==> src/rtl/relu_stream_ctrl_pkg.sv <==
// Shared defaults and FSM encoding for the ReLU stream sequencer.
package relu_stream_ctrl_pkg;

  localparam int DEF_DATA_SIZE = 8;
  localparam int DEF_ADDR_W    = 10;

  typedef enum logic [1:0] {
    ST_IDLE  = 2'd0,
    ST_RUN   = 2'd1,
    ST_DRAIN = 2'd2,
    ST_FIN   = 2'd3
  } state_t;

endpackage

==> src/rtl/relu_stream_ctrl_if.sv <==
// Scheduler/RAM-facing bundle of the ReLU stream sequencer.
interface relu_stream_ctrl_if #(
  parameter int DATA_SIZE = relu_stream_ctrl_pkg::DEF_DATA_SIZE,
  parameter int ADDR_W    = relu_stream_ctrl_pkg::DEF_ADDR_W
);

  logic                 start;
  logic [ADDR_W:0]      len;
  logic [ADDR_W-1:0]    src_base;
  logic [ADDR_W-1:0]    dst_base;
  logic                 hold;
  logic                 busy;
  logic                 done;
  logic                 rd_en;
  logic [ADDR_W-1:0]    rd_addr;
  logic [DATA_SIZE-1:0] rd_data;
  logic                 wr_en;
  logic [ADDR_W-1:0]    wr_addr;
  logic [DATA_SIZE-1:0] wr_data;
  logic [ADDR_W:0]      neg_cnt;

  // The master side is the scheduler together with both buffers.
  modport master (
    output start, len, src_base, dst_base, hold, rd_data,
    input  busy, done, rd_en, rd_addr, wr_en, wr_addr, wr_data, neg_cnt
  );

  modport slave (
    input  start, len, src_base, dst_base, hold, rd_data,
    output busy, done, rd_en, rd_addr, wr_en, wr_addr, wr_data, neg_cnt
  );

endinterface

==> src/rtl/relu_stream_ctrl_relu.sv <==
// Combinational ReLU cell: negative two's-complement words clamp to zero.
module relu_stream_ctrl_relu #(
  parameter int DATA_SIZE = relu_stream_ctrl_pkg::DEF_DATA_SIZE
) (
  input  logic [DATA_SIZE-1:0] din,
  output logic [DATA_SIZE-1:0] dout,
  output logic                 neg
);

  assign neg  = din[DATA_SIZE-1];
  assign dout = neg ? '0 : din;

endmodule

==> src/rtl/relu_stream_ctrl.sv <==
// Streams LEN words from a source buffer through ReLU into a destination buffer.
module relu_stream_ctrl
  import relu_stream_ctrl_pkg::*;
#(
  parameter int DATA_SIZE = DEF_DATA_SIZE,
  parameter int ADDR_W    = DEF_ADDR_W
) (
  input  logic              clk,
  input  logic              rst,
  relu_stream_ctrl_if.slave bus
);

  localparam logic [ADDR_W:0] ONE = (ADDR_W+1)'(1);

  state_t               state_q, state_d;
  logic [ADDR_W:0]      len_q, len_d;
  logic [ADDR_W:0]      issue_cnt_q, issue_cnt_d;
  logic [ADDR_W:0]      wr_cnt_q, wr_cnt_d;
  logic [ADDR_W:0]      neg_cnt_q, neg_cnt_d;
  logic [ADDR_W-1:0]    src_q, src_d;
  logic [ADDR_W-1:0]    dst_q, dst_d;
  logic [ADDR_W-1:0]    wr_addr_q, wr_addr_d;
  logic [DATA_SIZE-1:0] wr_data_q, wr_data_d;
  logic                 rd_vld_q, rd_vld_d;
  logic                 wr_en_q, wr_en_d;
  logic                 rd_en;
  logic [DATA_SIZE-1:0] relu_data;
  logic                 relu_neg;

  relu_stream_ctrl_relu #(.DATA_SIZE(DATA_SIZE)) u_relu (
    .din  (bus.rd_data),
    .dout (relu_data),
    .neg  (relu_neg)
  );

  always_comb begin
    state_d     = state_q;
    len_d       = len_q;
    src_d       = src_q;
    dst_d       = dst_q;
    issue_cnt_d = issue_cnt_q;
    wr_cnt_d    = wr_cnt_q;
    neg_cnt_d   = neg_cnt_q;
    wr_en_d     = rd_vld_q;
    wr_addr_d   = '0;
    wr_data_d   = '0;
    rd_en       = 1'b0;

    // Read data returned this cycle becomes next cycle's registered write.
    if (rd_vld_q) begin
      wr_addr_d = dst_q + wr_cnt_q[ADDR_W-1:0];
      wr_data_d = relu_data;
      wr_cnt_d  = wr_cnt_q + ONE;
      if (relu_neg) begin
        neg_cnt_d = neg_cnt_q + ONE;
      end
    end

    case (state_q)
      ST_IDLE: begin
        if (bus.start) begin
          len_d       = bus.len;
          src_d       = bus.src_base;
          dst_d       = bus.dst_base;
          issue_cnt_d = '0;
          wr_cnt_d    = '0;
          neg_cnt_d   = '0;
          state_d     = ST_RUN;
        end
      end
      ST_RUN: begin
        // A zero-length job spends one cycle here so done lands two cycles after accept.
        if (len_q == '0) begin
          state_d = ST_FIN;
        end else if (!bus.hold) begin
          rd_en       = 1'b1;
          issue_cnt_d = issue_cnt_q + ONE;
          if (issue_cnt_d == len_q) begin
            state_d = ST_DRAIN;
          end
        end
      end
      ST_DRAIN: begin
        if (wr_en_q && (wr_cnt_q == len_q)) begin
          state_d = ST_FIN;
        end
      end
      ST_FIN: begin
        state_d = ST_IDLE;
      end
      default: begin
        state_d = ST_IDLE;
      end
    endcase

    rd_vld_d = rd_en;
  end

  always_ff @(posedge clk) begin
    if (rst) begin
      state_q     <= ST_IDLE;
      len_q       <= '0;
      src_q       <= '0;
      dst_q       <= '0;
      issue_cnt_q <= '0;
      wr_cnt_q    <= '0;
      neg_cnt_q   <= '0;
      rd_vld_q    <= 1'b0;
      wr_en_q     <= 1'b0;
      wr_addr_q   <= '0;
      wr_data_q   <= '0;
    end else begin
      state_q     <= state_d;
      len_q       <= len_d;
      src_q       <= src_d;
      dst_q       <= dst_d;
      issue_cnt_q <= issue_cnt_d;
      wr_cnt_q    <= wr_cnt_d;
      neg_cnt_q   <= neg_cnt_d;
      rd_vld_q    <= rd_vld_d;
      wr_en_q     <= wr_en_d;
      wr_addr_q   <= wr_addr_d;
      wr_data_q   <= wr_data_d;
    end
  end

  assign bus.busy    = (state_q != ST_IDLE);
  assign bus.done    = (state_q == ST_FIN);
  assign bus.rd_en   = rd_en;
  assign bus.rd_addr = rd_en ? (src_q + issue_cnt_q[ADDR_W-1:0]) : '0;
  assign bus.wr_en   = wr_en_q;
  assign bus.wr_addr = wr_addr_q;
  assign bus.wr_data = wr_data_q;
  assign bus.neg_cnt = neg_cnt_q;

endmodule

==> src/flat_wrapper.sv <==
// flat-port wrapper written by rule: the top's interface ports become plain ports
module relu_stream_ctrl_flat import relu_stream_ctrl_pkg::*;
#(
  parameter int DATA_SIZE = DEF_DATA_SIZE,
  parameter int ADDR_W    = DEF_ADDR_W
)
  (clk, rst, bus_start, bus_len, bus_src_base, bus_dst_base, bus_hold, bus_rd_data, bus_busy, bus_done, bus_rd_en, bus_rd_addr, bus_wr_en, bus_wr_addr, bus_wr_data, bus_neg_cnt);
  relu_stream_ctrl_if #(.DATA_SIZE(DATA_SIZE), .ADDR_W(ADDR_W)) bus_i ();
  input  logic clk;
  input  logic rst;
  input wire logic [$bits(bus_i.start)-1:0] bus_start;
  input wire logic [$bits(bus_i.len)-1:0] bus_len;
  input wire logic [$bits(bus_i.src_base)-1:0] bus_src_base;
  input wire logic [$bits(bus_i.dst_base)-1:0] bus_dst_base;
  input wire logic [$bits(bus_i.hold)-1:0] bus_hold;
  input wire logic [$bits(bus_i.rd_data)-1:0] bus_rd_data;
  output wire logic [$bits(bus_i.busy)-1:0] bus_busy;
  output wire logic [$bits(bus_i.done)-1:0] bus_done;
  output wire logic [$bits(bus_i.rd_en)-1:0] bus_rd_en;
  output wire logic [$bits(bus_i.rd_addr)-1:0] bus_rd_addr;
  output wire logic [$bits(bus_i.wr_en)-1:0] bus_wr_en;
  output wire logic [$bits(bus_i.wr_addr)-1:0] bus_wr_addr;
  output wire logic [$bits(bus_i.wr_data)-1:0] bus_wr_data;
  output wire logic [$bits(bus_i.neg_cnt)-1:0] bus_neg_cnt;
  assign bus_i.start = bus_start;
  assign bus_i.len = bus_len;
  assign bus_i.src_base = bus_src_base;
  assign bus_i.dst_base = bus_dst_base;
  assign bus_i.hold = bus_hold;
  assign bus_i.rd_data = bus_rd_data;
  assign bus_busy = bus_i.busy;
  assign bus_done = bus_i.done;
  assign bus_rd_en = bus_i.rd_en;
  assign bus_rd_addr = bus_i.rd_addr;
  assign bus_wr_en = bus_i.wr_en;
  assign bus_wr_addr = bus_i.wr_addr;
  assign bus_wr_data = bus_i.wr_data;
  assign bus_neg_cnt = bus_i.neg_cnt;
  relu_stream_ctrl #(.DATA_SIZE(DATA_SIZE), .ADDR_W(ADDR_W)) u_core (.clk(clk), .rst(rst), .bus(bus_i));
endmodule
==> config.mk <==
export PLATFORM = sky130hd
export DESIGN_NAME = relu_stream_ctrl_flat
export DESIGN_NICKNAME = d
export VERILOG_FILES = /design/src/rtl/relu_stream_ctrl_pkg.sv /design/src/rtl/relu_stream_ctrl_if.sv /design/src/rtl/relu_stream_ctrl_relu.sv /design/src/rtl/relu_stream_ctrl.sv /design/src/flat_wrapper.sv
export SDC_FILE = /design/constraint.sdc
export NUM_CORES = 1
export LEC_CHECK = 0
export BUFFER_PORTS_ARGS = -buffer_cell sky130_fd_sc_hd__buf_4
export CORE_MARGIN = 3
export CORE_UTILIZATION = 50
export CTS_BUF_LIST = sky130_fd_sc_hd__clkbuf_8
export DETAILED_ROUTE_END_ITERATION = 8
export PLACE_DENSITY = 0.73
export SYNTH_ARGS = -nofsm -noshare
export SYNTH_HDL_FRONTEND = slang
export SYNTH_SLANG_ARGS = --single-unit
==> constraint.sdc <==
create_clock -name clk -period 3.6 [get_ports clk]
set_input_delay 0.18 -clock clk [delete_from_list [all_inputs] [get_ports clk]]
set_output_delay 0.18 -clock clk [all_outputs]
set_load 0.01 [all_outputs]
After elaboration in Yosys (flattened, before gate mapping)
Cells that the tools add are included.
- flip-flop bits (word level): 86
- input bits: 43
- $add $sub $neg: 5
- eq/ne operators: 11
- muxes and demuxes: 21
- bitwise operators: 1
- reductions and logical operators: 10
- operator list (operator ; count):
    two-way mux 11 bit ; 10
    adder 11 x 1 -> 11 bit, second input constant ; 3
    == test 11 bit ; 2
    case mux 11 bit (2 select lines) ; 1
    adder 10 bit ; 2
    zero test 11 bit ; 1
    two-way mux 10 bit ; 1
    two-way mux 2 bit ; 5
    case mux 2 bit (4 select lines) ; 1
    AND reduction 4 bit ; 2
    inequality test 2 bit, second input constant ; 3
    == test 2 bit, second input constant ; 2
    nonzero test 2 bit ; 2
    two-way mux 1 bit ; 3
    inequality test 3 x 1 -> 1 bit, second input constant ; 1
    inequality test 3 x 2 -> 1 bit, second input constant ; 1
    OR reduction 3 bit ; 1
    == test 2 x 1 -> 1 bit, second input constant ; 1
    zero test 2 bit ; 1
    inequality test 2 x 1 -> 1 bit, second input constant ; 1
    AND reduction 2 bit ; 1
    OR reduction 2 bit ; 1
    logical AND 1 bit ; 1
    NOT 1 bit ; 1

Longest topological paths before layout
Gate-level depths: netlist (run 1).
- word-level depth: 6
- mapped depth: 10
- mapped depth without buffers: 10

By module
A second synthesis (run 1) with hierarchy kept.
- cell total of the unflattened synthesis: 548
- area, all modules: 4548.1 um^2
- modules (own cells, without submodules) (module ; instances ; cells an instance ; area an instance (um^2) ; seq. area each (um^2)):
    relu_stream_ctrl ; 1 ; 538 ; 4485.6 ; 1721.7
    relu_stream_ctrl_relu ; 1 ; 10 ; 62.6 ; 0.0

Worst setup path before layout (run 1)
OpenSTA, ideal clock, no wires.
- path kind: register to output
- start point: register u_core.issue_cnt_q[0]
- end point: output bus_rd_addr[8]
- data arrival time: 1975 ps
- slack: 1445 ps
- cell stages (with the launch flop): 11
- path buffers: 0
- cell sequence: dfxtp_1 ha_1 inv_1 fa_1 nor2b_1 o21ai_0 a21boi_0 o21ai_0 a21oi_1 xnor2_1 nor2_1
- cells in the longest elaborated chain, start to end: 2
- RTL lines (element ; line ; text):
    start, declared ; relu_stream_ctrl.sv:17 ; logic [ADDR_W:0] issue_cnt_q, issue_cnt_d;
    start signal, assigned ; relu_stream_ctrl.sv:117 ; issue_cnt_q <= issue_cnt_d;
    adder 10 bit ; relu_stream_ctrl.sv:130 ; assign bus.rd_addr = rd_en ? (src_q + issue_cnt_q[ADDR_W-1:0]) : '0;
    two-way mux 10 bit ; relu_stream_ctrl.sv:130 ;
    end, declared ; flat_wrapper.sv:20 ; output wire logic [$bits(bus_i.rd_addr)-1:0] bus_rd_addr;
No other way between the ends.

Final worst setup path (run 1)
Ends and elaborated chain as after synthesis.

==> results of run 1 <==
-- synth_stat cells (all sizes together) --
library cell and number:
o311a 1, or3b 1, buf 3, nor4 6
nor4b 2, nand4 6, inv 17, a21o 5
a31oi 1, mux2i 2, dfxtp 85, clkbuf 19
nor3b 1, o21ai 20, o22ai 1, o211ai 1
xnor2 28, and3 8, nand3b 1, a2111oi 2
xor2 32, a21boi 2, a211o 2, and2 10
or4 4, a21oi 53, or3 5, o21a 3
fa 2, nor3 12, nor2b 11, nand3 16
a22oi 1, conb 1, nand2 91, o32ai 2
nor2 53, ha 25, nand2b 3
-- worst paths after layout --
| path | start | to | slack [ns] | cells past startpoint |
|---|---|---|---|---|
| setup reg to reg | u_core.issue_cnt_q[0] | u_core.state_q[0] | 1.27 | 7 |
| setup / recovery | u_core.issue_cnt_q[0] | bus_rd_addr[8] | 0.73 | 11 |
| hold / removal | bus_rd_data[5] | u_core.bus.wr_data[5] | 0.01 | 2 |
| hold reg to reg | u_core.dst_q[3] | u_core.dst_q[3] | 0.47 | 2 |
-- cells in the final DEF, fill, tap and decap left out, drive strengths merged, types with 2 or more instances in the layout --
cell,netlist,layout
and2,10,10
nor4b,2,2
a211o,2,2
nor2b,11,11
xnor2,28,28
nand3,16,16
and3,8,8
buf,3,87
inv,17,19
ha,25,25
fa,2,2
nand4,6,6
clkinv,0,3
or4,4,4
clkbuf,19,10
o32ai,2,2
nand2,91,91
a2111oi,2,2
nor2,53,53
nor4,6,6
a21o,5,5
nand2b,3,3
a21boi,2,2
or3,5,5
o21ai,20,20
xor2,32,32
o21a,3,3
nor3,12,12
mux2i,2,2
dfxtp,85,85
a21oi,53,53
-- per-stage QoR --
stage,hold slack (ns),std cells,power [mW],setup slack (ns)
detailed placement,0.3849,708,1.805,1.103
CTS,0.004712,724,2.458,0.6931
global route,0.002225,724,2.593,0.4226
finish,0.01426,724,2.436,0.7280
floorplan,0.3017,538,1.585,1.445
global placement,0.3816,708,1.779,1.218
-- kinds of logic (layout without fill, tap and decap cells) --
family,after synthesis,in the layout,share of synthesized area
simple gates,230,230,0.2486
xor+xnor,60,60,0.1200
other cells,1,1,0.0008563
flops,85,85,0.3886
buf+inv,39,120,0.03486
mux,2,2,0.004572
fa+ha+maj,27,27,0.08057
compound gates,94,94,0.1220
-- state kept, by name, indices dropped and copies added (netlist names) --
signal / cells
u_core.bus.neg_cnt: 11
u_core.bus.wr_addr: 10
u_core.bus.wr_data: 7
u_core.bus.wr_en: 1
u_core.dst_q: 10
u_core.issue_cnt_q: 11
u_core.len_q: 11
u_core.rd_vld_q: 1
u_core.src_q: 10
u_core.state_q: 2
u_core.wr_cnt_q: 11
-- critical path, stage by stage (launching register included) --
cell,delay [ns]
dfxtp_1,0.48
ha_1,0.22
inv_1,0.06
fa_1,0.38
nor2b_1,0.16
o21ai_0,0.11
a21boi_0,0.25
o21ai_0,0.15
a21oi_1,0.18
xnor2_1,0.14
nor2_1,0.05
buf_4,0.14
-- area by class of cell --
class                      count  area, sq um
clock buffer                  10        137.6
fill                         735         3072
clock inverter                 6        56.30
tap                          105        131.4
timing repair buffer          87        653.1
inverter                      17        63.81
multi-input combinational    414         2525
sequential                    85         1702
-- where the power goes --
group	internal [mW]	total (mW)	switching, mW
combinational	0.281	0.689	0.407
clock	0.283	0.655	0.372
sequential	1.01	1.09	0.0803
total	1.58	2.44	0.860
-- metal layers --
layer | wire length, microns | track usage
met5 | 0 | 0
met2 | 5214 | 0.3807
met1 | 4277 | 0.2449
met4 | 191 | 0.07773
met3 | 461 | 0.05189
==> impl_metrics.tcl, run 1 <==
set metrics [dict create \
    start_kind "flop" \
    synth.yosys.seq_area_share 0.3886 \
    cts_root_buffer "clkbuf_8" \
    wl_per_cell_microns 14.01 \
    max_slew_margin 0.5308 \
    fin_skew_ns 0.01175 \
    cts_num_sinks 85 \
    setup_tns_ns 0 \
    overflow 0 \
    ant_nets 0 \
    synthCells 538 \
    rows 33 \
    antenna_found_initial 0 \
    core_area_sq_um 8341 \
    ys_ff_latch 85 \
    clk_latency_ns 0.36 \
    grt_pass1_wl_microns 17370 \
    die-area_sq_um 9917 \
    cap_violations 0 \
    max_freq_ghz 0.3482 \
    post-dp-hpwl_microns 7530 \
    port_buffers 84 \
    yosysTopAreaCell "dfxtp_1" \
    postSynthAreaPerCell_sq_um 8.140 \
    drt_iter0_markers 108 \
    synth_top_area_frac 0.3886 \
    die_height_microns 99.59 \
    min_path_type "primary input to flop" \
    ys_types 47 \
    clkTransAtPathRegs_ns 0.09 \
    synth_fp_nets 608 \
    power_density_nw_per_um2 462.4 \
    finalMaxSlewViolations 0 \
    required_ns 3.42 \
    placed_cell_area_sq_um 5075 \
    drc_errors 0 \
    grt_max_degree 45 \
    setup_viol 0 \
    track_usage 0.2127 \
    hold_violations 0 \
    p_leak_nw 2.280 \
    grt_pass1_vias 3818 \
    first_pass_iters 4 \
    routed_wl_microns 10150 \
    drive_gt1_frac 0.1777 \
    fin_crit_ns 2.872 \
    rsz0062_at_grt "false" \
    fin_util 0.6317 \
    place_congestion 0.8665 \
    worst_pin_slew_ns 0.7021 \
    io_pins 86 \
    cts_tree "done" \
    nets 684 \
    via_count 3884 \
    area_delta_synth_final_pct 20.31 \
    clock_path_buffers 2 \
    ys_warn_count 0 \
    holdBufCountCts 0 \
    critPathMaxFanout 7 \
    worstPathArrival_ns 2.69 \
    synthTopCellsByArea "dfxtp_1 (39%), nand2_1 (7.7%), ha_1 (7.1%)" \
    diodes 0 \
    numCtsBuffers 9 \
    cts.htree.levels 3 \
    via_per_inst 5.365 \
    syn_area_sq_um 4379 \
    final_cell_area_sq_um 5269 \
    path_class "flop to output port" \
    post_cts_buffers 0 \
    layout_worst_path_cycle_share 0.7978 \
    status "finished clean" \
    ir_drop_v 0.0003978 \
    start_util 0.5251 \
    cts_resized 0 \
    crit_path_end_kind "output port" \
    die_w_microns 99.59 \
]
(Power assumes the default switching activity.)
==> run 2, diff against run 1 <==
==> constraint.sdc (replaced) <==
create_clock -name clk -period 2.7 [get_ports clk]
set_input_delay 0.135 -clock clk [delete_from_list [all_inputs] [get_ports clk]]
set_output_delay 0.135 -clock clk [all_outputs]
set_load 0.01 [all_outputs]
==> impl_metrics.tcl, run 2 (synthesis results as in run 1) <==
set metrics [dict create \
    power_density_nw_per_um2 630.6 \
    grt_max_degree 45 \
    drt_iter0_markers 133 \
    min_from "bus_src_base[8]" \
    final_cell_area_sq_um 5396 \
    status "finished clean" \
    cts_root_buffer "clkbuf_8" \
    clkTransAtPathRegs_ns 0.09 \
    reg2reg_slack_ns 0.37 \
    critPathMaxFanout 7 \
    place_congestion 0.8562 \
    rsz0062_at_grt "false" \
    numCtsBuffers 9 \
    grt_pass1_vias 3772 \
    clock_path_buffers 2 \
    grt_pass1_wl_microns 17620 \
    core_area_sq_um 8341 \
    p_leak_nw 2.339 \
    wl_per_cell_microns 14.30 \
    combPwrFrac 0.272 \
    die-area_sq_um 9917 \
    post-dp-hpwl_microns 7596 \
    fin_skew_ns 0.01257 \
    cap_violations 0 \
    required_ns 2.57 \
    antenna_found_initial 0 \
    layout_worst_path_cycle_share 0.9272 \
    first_pass_iters 4 \
    path_class "flop to output port" \
    reg2reg_from "u_core.state_q[0]" \
    final_cell_count_no_fill 733 \
    cts_num_sinks 85 \
    dp.cells 710 \
    r2r_end "u_core.state_q[0]" \
    rows 33 \
    port_buffers 84 \
    ant_nets 0 \
    setup_tns_ns 0 \
    start_util 0.5251 \
    p_switching_mw 1.138 \
    hold_depth 3 \
    die_w_microns 99.59 \
    crit_path_end_kind "output port" \
    via_count 3922 \
    worstPathArrival_ns 2.37 \
    placed_cell_area_sq_um 5090 \
    start_kind "flop" \
    drive_gt1_frac 0.1847 \
    clkPwrFrac 0.298 \
    area_delta_synth_final_pct 23.23 \
    finalMaxSlewViolations 0 \
    overflow 0 \
    worst_pin_slew_ns 0.7702 \
    min_path_type "primary input to flop" \
    mostFrequentLayoutCells "nand2_1 (90), buf_4 (89), dfxtp_1 (82), a21oi_1 (53), nor2_1 (52)" \
    io_pins 86 \
    drc_errors 0 \
    max_slew_margin 0.4862 \
    nets 693 \
    routed_wl_microns 10480 \
    final_common_cell "nand2_1" \
    min_to "u_core.src_q[8]" \
    cts_tree "done" \
    nFillCells 726 \
    intPower_mw 2.265 \
    ff2ff_path_depth 9 \
    diodes 0 \
    via_per_inst 5.351 \
    max_freq_ghz 0.3995 \
    hold_violations 0 \
    worst_slack_ns 0.1966 \
    swShare 0.3344 \
    preCtsSetupSlack_ns 0.3051 \
    clk_latency_ns 0.36 \
    setup_viol 0 \
    fin_crit_ns 2.503 \
    pwr-share-seq 0.429 \
    die_height_microns 99.59 \
    track_usage 0.2165 \
    cts.htree.levels 3 \
    ir_drop_v 0.0004893 \
]
run 2: worst max path at each step:
stage / cells past startpoint / from / end
final: 11 / u_core.issue_cnt_q[0] / bus_rd_addr[8]
after global routing: 9 / u_core.issue_cnt_q[1] / bus_rd_addr[9]
after CTS: 11 / u_core.issue_cnt_q[0] / bus_rd_addr[8]
after detailed placement: 11 / u_core.issue_cnt_q[0] / bus_rd_addr[8]
after global placement: 11 / u_core.issue_cnt_q[0] / bus_rd_addr[8]
after floorplan: 10 / u_core.issue_cnt_q[0] / bus_rd_addr[8]
run 2: layer usage:
layer  GRT usage  vias up  share of wire
met4     0.08088        0          0.016
li1            -     1985              -
met5           0        -              0
met2      0.3869       84           0.51
met3     0.03086       17          0.039
met1      0.2628     1836           0.43
run 2: layout make-up:
type | instances | area [sq um] | area share
clock buffers | 9 | 123.9 | 0.02295
well taps | 105 | 131.4 | 0.02434
flip-flops and latches | 85 | 1708 | 0.3165
clock inverters | 7 | 97.59 | 0.01808
repair buffers | 96 | 738.2 | 0.1368
inverters | 17 | 63.81 | 0.01182
multi-input cells | 414 | 2534 | 0.4695
run 2: worst max-delay path: stages (launching register included):
cell and delay (ns):
dfxtp_4 0.39, ha_1 0.17, inv_1 0.05, fa_1 0.39, nor2b_2 0.14, o21ai_1 0.08, a21boi_1 0.17, o21ai_1 0.10
a21oi_1 0.18, xnor2_1 0.14, nor2_1 0.05, buf_4 0.14
run 2: power by group through the flow:
| stage | clock (mW) | combinational, mW | sequential (mW) |
|---|---|---|---|
| finish | 1.02 | 0.927 | 1.46 |
| global route | 1.08 | 1.05 | 1.47 |
| CTS | 1.03 | 0.933 | 1.46 |
| detailed placement | 0 | 0.921 | 1.49 |
| global placement | 0 | 0.903 | 1.49 |
| floorplan | 0 | 0.666 | 1.45 |
run 2: through the flow:
stage / total power [mW] / hold slack [ns] / util
2_1_floorplan: 2.114 / 0.2567 / -
3_3_place_gp: 2.389 / 0.3373 / 0.6103
3_5_place_dp: 2.410 / 0.3407 / 0.6103
4_1_cts: 3.420 / 0.01076 / 0.6454
5_1_grt: 3.605 / 0.01100 / 0.6470
6_report: 3.403 / 0.01976 / 0.6470
run 2: repair_timing:
action	in CTS	in global routing
setup buffers	0	0
hold buffers	7	0
resized for setup	1	9
pin swaps	0	2
endpoints found under the setup margin	2	3
hold endpoints to repair	7	0
